[src/rtl/delay_sample_prog.sv]
// -----------------------------------------------------------------------------
// delay_sample_prog
//
// Runtime-programmable sample delay line for the OFDM RX datapath. Every
// strobed input sample is written into a dual-port RAM (port A). The output
// sample is read on port B at an address that trails the write pointer by the
// active delay. A fill counter tracks how many samples have been accepted
// since the last reset or delay change. Outputs are only emitted once the line
// holds at least delay_act samples, so a delay change never emits stale data.
//
// Ports
//   clock          in   1           system clock
//   reset          in   1           synchronous, active-high
//   enable         in   1           block enable; low freezes all state
//   delay_cfg      in   ADDR_WIDTH  requested delay in samples (0 acts as 1)
//   data_in        in   DATA_WIDTH  input sample
//   input_strobe   in   1           data_in valid this cycle
//   data_out       out  DATA_WIDTH  sample from delay_act strobes earlier
//   output_strobe  out  1           data_out valid, single-cycle pulse
//   primed         out  1           line holds >= delay_act samples
//   delay_act      out  ADDR_WIDTH  delay currently in effect
// -----------------------------------------------------------------------------
module delay_sample_prog #(
    parameter int DATA_WIDTH = 32,
    parameter int ADDR_WIDTH = 6
) (
    input  logic                  clock,
    input  logic                  reset,
    input  logic                  enable,
    input  logic [ADDR_WIDTH-1:0] delay_cfg,
    input  logic [DATA_WIDTH-1:0] data_in,
    input  logic                  input_strobe,
    output logic [DATA_WIDTH-1:0] data_out,
    output logic                  output_strobe,
    output logic                  primed,
    output logic [ADDR_WIDTH-1:0] delay_act
);

    localparam int DEPTH = 1 << ADDR_WIDTH;
    localparam logic [ADDR_WIDTH-1:0] ONE = {{(ADDR_WIDTH-1){1'b0}}, 1'b1};

    logic [DATA_WIDTH-1:0] mem [DEPTH];

    logic [ADDR_WIDTH-1:0] wr_addr_q,   wr_addr_d;
    logic [ADDR_WIDTH-1:0] fill_q,      fill_d;
    logic [ADDR_WIDTH-1:0] delay_act_q, delay_act_d;
    logic                  out_stb_q,   out_stb_d;
    logic [DATA_WIDTH-1:0] data_out_q;

    logic [ADDR_WIDTH-1:0] d_req;
    logic [ADDR_WIDTH-1:0] rd_addr;
    logic                  delay_change;
    logic                  wr_en;
    logic                  counted;
    logic                  rd_en;
    logic                  primed_w;

    // NOTE: combinational logic uses blocking assignments with every output
    // given a default first, so no latch can be inferred.
    always_comb begin
        d_req        = (delay_cfg == '0) ? ONE : delay_cfg;
        delay_change = enable && (d_req != delay_act_q);
        wr_en        = enable && input_strobe;
        // A strobe coinciding with a delay change is stored but not counted.
        counted      = wr_en && !delay_change;
        // delay_act is never 0, so rd_addr never equals wr_addr.
        rd_addr      = wr_addr_q - delay_act_q;
        primed_w     = (fill_q >= delay_act_q);
        rd_en        = counted && primed_w;

        wr_addr_d    = wr_addr_q;
        fill_d       = fill_q;
        delay_act_d  = delay_act_q;
        out_stb_d    = rd_en;

        if (wr_en) begin
            wr_addr_d = wr_addr_q + ONE;
        end

        if (delay_change) begin
            delay_act_d = d_req;
            fill_d      = '0;
        end else if (counted && (fill_q != '1)) begin
            fill_d = fill_q + ONE;
        end
    end

    // NOTE: sequential state uses non-blocking assignments so every register
    // samples the pre-edge values of its neighbours.
    always_ff @(posedge clock) begin
        if (reset) begin
            wr_addr_q   <= '0;
            fill_q      <= '0;
            delay_act_q <= d_req;
            out_stb_q   <= 1'b0;
        end else begin
            wr_addr_q   <= wr_addr_d;
            fill_q      <= fill_d;
            delay_act_q <= delay_act_d;
            out_stb_q   <= out_stb_d;
        end
    end

    // NOTE: the sample RAM has no reset so it maps onto block RAM; stale
    // contents are unreachable because fill restarts at 0.
    always_ff @(posedge clock) begin
        if (wr_en && !reset) begin
            mem[wr_addr_q] <= data_in;
        end
    end

    // Registered read port; holds its value between output strobes.
    always_ff @(posedge clock) begin
        if (reset) begin
            data_out_q <= '0;
        end else if (rd_en) begin
            data_out_q <= mem[rd_addr];
        end
    end

    assign data_out      = data_out_q;
    assign output_strobe = out_stb_q;
    assign primed        = primed_w;
    assign delay_act     = delay_act_q;

endmodule

[config.mk]
export PLATFORM = sky130hd
export DESIGN_NAME = delay_sample_prog
export DESIGN_NICKNAME = d
export VERILOG_FILES = /design/src/rtl/delay_sample_prog.sv
export SDC_FILE = /design/constraint.sdc
export NUM_CORES = 2
export LEC_CHECK = 0
export BUFFER_PORTS_ARGS = -buffer_cell sky130_fd_sc_hd__buf_4
export CAP_MARGIN = 20
export CORE_MARGIN = 1
export CORE_UTILIZATION = 34
export CTS_CLUSTER_DIAMETER = 120
export DETAILED_ROUTE_END_ITERATION = 10
export PLACE_DENSITY_LB_ADDON = 0.15
export SYNTH_ARGS = -nofsm -noshare
export SYNTH_HDL_FRONTEND = slang
export SYNTH_SLANG_ARGS = --single-unit
[constraint.sdc]
create_clock -name clock -period 8.6 [get_ports clock]
set_input_delay 0.86 -clock clock [delete_from_list [all_inputs] [get_ports clock]]
set_output_delay 0.86 -clock clock [all_outputs]
set_load 0.1 [all_outputs]
==> reports/results.ini <==
[sta]
max_freq_mhz=192.8
period_share=0.6032
setup_tns_ps=0
setup_ws_ps=3412
tightestPinTransition_ps=1023
min_period_ps=5188
grt_setup_unrepaired=no
slew_violations=0
final_hold_viol_count=0
max-slew-margin-rel=0.3162
skew_ps=35.32
finalSetupViolations=0

[synth]
synthesis.nets=3678
synth_area_leaders=edfxtp_1 (77%), mux4_2 (15%), nand2_1 (1.3%)
yosysSeqAreaShare=0.7809
synth_top_area_share=0.7697
ys.flop_type=edfxtp_1
synth_top_cells_by_count=edfxtp_1 (2054), mux4_2 (528), nand2_1 (278), clkbuf_1 (110), a32oi_1 (109)
synth_area_um2=80140
yosysWarningCount=0
ys_types=43
syn_area_per_cell_um2=22.13
synth_most_common_cell=edfxtp_1
ys_ff_latch=2099
netlist_instances=3622
synth_area_leader_cell=edfxtp_1
synth-edff-count=2054
synthArstFlopShare=0

[global_routing]
antenna_found_initial=13
grt_pass1_wl_um=316400
grt-ovfl-total=0
grt_max_degree=119
groute.usage.overall=0.1909
grt_pass1_vias=39342

[cts]
clk_pin_slew_ps=60
numCtsBuffers=218
cts.sinks=2099
cts_resized=0
cts_root_buf=clkbuf_16
clock_path_buffers=3
cts_setup_buffers=0
htree_levels=4
insertion_delay_ps=860
cts_tree=built
ctsHoldBuffers=0

[placed_design]
place_ws_ps=3354
globalplace.congestion=0.7266
dp_hpwl_um=118800
numPortBuffers=81

[setup_path]
crit_family=adder cells
slowest_delay_ps=1190
reg2reg_depth=9
worstSetupPathDepth=9
cp_slowest_cell=fa_4
critPathBufInv=3
cp.arrival_ps=5880
path_cells=inv_1 -> ha_4 -> fa_4 -> buf_4 -> buf_4 -> mux4_2 -> mux4_2 -> o211ai_1 -> nand2_1
critPathKind=reg -> reg
cp.required_ps=9290
end_kind=register
crit_fanout=38
crit_path_start_kind=register

[die]
row_count=177
core_area_um2=233400
die_h_um=487.5
start_util=0.3433
dieArea_um2=237600
io_pins=82
die_width_um=487.5

[layout]
area_growth_pct=15.06
finalNetCount=3889
drive_gt1_frac=0.2730

[outcome]
status=finished clean

[detailed_routing]
drt_iter0_markers=3420
route.detailed.drc=0
wl_per_cell_um=31.65
via_per_inst=5.305
vias=37955
drtAntennaViolNets=0
firstDrtPassIters=5
routed_wl_um=226500

[power_and_ir_drop]
ir_worst_vdd_uv=163.4
power.total_w=0.02272
cellLeakagePower_nw=28.51
power_density_nw_per_um2=246.4

[flow_run]
drv_cap=0

[hold_path]
hold_class=in -> reg
min_path_cells=1

[sequential cells by signal (all words and copies together) (netlist names)]
register / flops
data_out: 32
wr_addr_q: 6
delay_act: 6
fill_q: 6
output_strobe: 1
mem: 2048
[metrics by stage]
stage,instance area [um2],std cells,utilization,hold slack [ps]
floorplan,80140,3622,-,495.8
global placement,85370,6744,0.3657,478.7
detailed placement,85370,6744,0.3657,481.9
CTS,92190,7153,0.3950,145.2
global route,92210,7154,0.3950,174.8
finish,92210,7155,0.3950,224.8
[per-layer routing]
metal | track usage | wire [um]
met5 | 0 | 23
met4 | 0.04196 | 4229
met3 | 0.02776 | 10660
met2 | 0.3191 | 112800
met1 | 0.2637 | 98710
[placed cells by master (no fill, tap or decap), types with 3 or more instances in the layout]
cell type   synthesis  routed
nor3_1              4       4
a211oi_1            3       3
nand2_1           278     278
a21oi_1            23      22
mux2i_1            98      97
clkbuf_16           0     221
clkinv_8            0       3
clkinv_2            0      34
clkbuf_8            0       3
xnor2_1            11       9
clkinv_1            0      59
inv_16              0       4
dfxtp_1            45      45
bufinv_16           0      13
inv_6               0       3
nand4_1            21      21
nor2_1             92      23
o211ai_1           32      32
nand2b_1            3       3
ha_1               13      12
a32oi_1           109     109
buf_4               5     183
nor2_4              0      68
xor2_1              5       3
o21ai_0             4       4
clkbuf_1          110      61
edfxtp_1         2054    2054
nand3_1            53      53
inv_1              13      13
buf_12              0      10
mux4_2            528     528
clkinvlp_4          0       5
a311oi_1            3       3
[final timing paths]
kind | slack, ps | to | from
min reg2reg | 490 | data_out[21] | data_out[21]
max | 3410 | data_out[8] | wr_addr_q[0]
max reg2reg | 3410 | data_out[8] | wr_addr_q[0]
min | 220 | delay_act[3] | delay_cfg[3]
[worst reg2reg max path: stages (launching register included)]
cell and delay (ps):
dfxtp_1 420, inv_1 110, ha_4 170, fa_4 1190, buf_4 680, buf_4 620
mux4_2 400, mux4_2 570, o211ai_1 740, nand2_1 130
[power breakdown]
part / internal, W / switching (W)
clock network: 0.00513 / 0.00395
registers: 0.0112 / 0.00000557
logic: 0.000971 / 0.00142
[area by class of cell]
type                       count  area [um2]
clock buffer                 285        5801
inverter                      13       48.80
antenna                        1       2.502
fill                       20932      141200
multi-input combinational   1307       17250
tap                         3132        3919
timing repair buffer         194        1585
clock inverter               124        1022
sequential                  2099       62580
[kinds of logic (layout without fill, tap and decap cells)]
| family | after synthesis | count (layout) | synth area share |
|---|---|---|---|
| buffers and inverters | 216 | 616 | 0.01174 |
| and+or+nand+nor | 467 | 467 | 0.02423 |
| DFF | 2099 | 2099 | 0.7809 |
| adders and majority gates | 14 | 14 | 0.002280 |
| AOI/OAI and AO/OA | 182 | 182 | 0.01806 |
| other | 0 | 1 | 0 |
| muxes | 626 | 626 | 0.1606 |
| xor gates and xnor gates | 18 | 18 | 0.002155 |
Power figures use the tool's default switching activity.
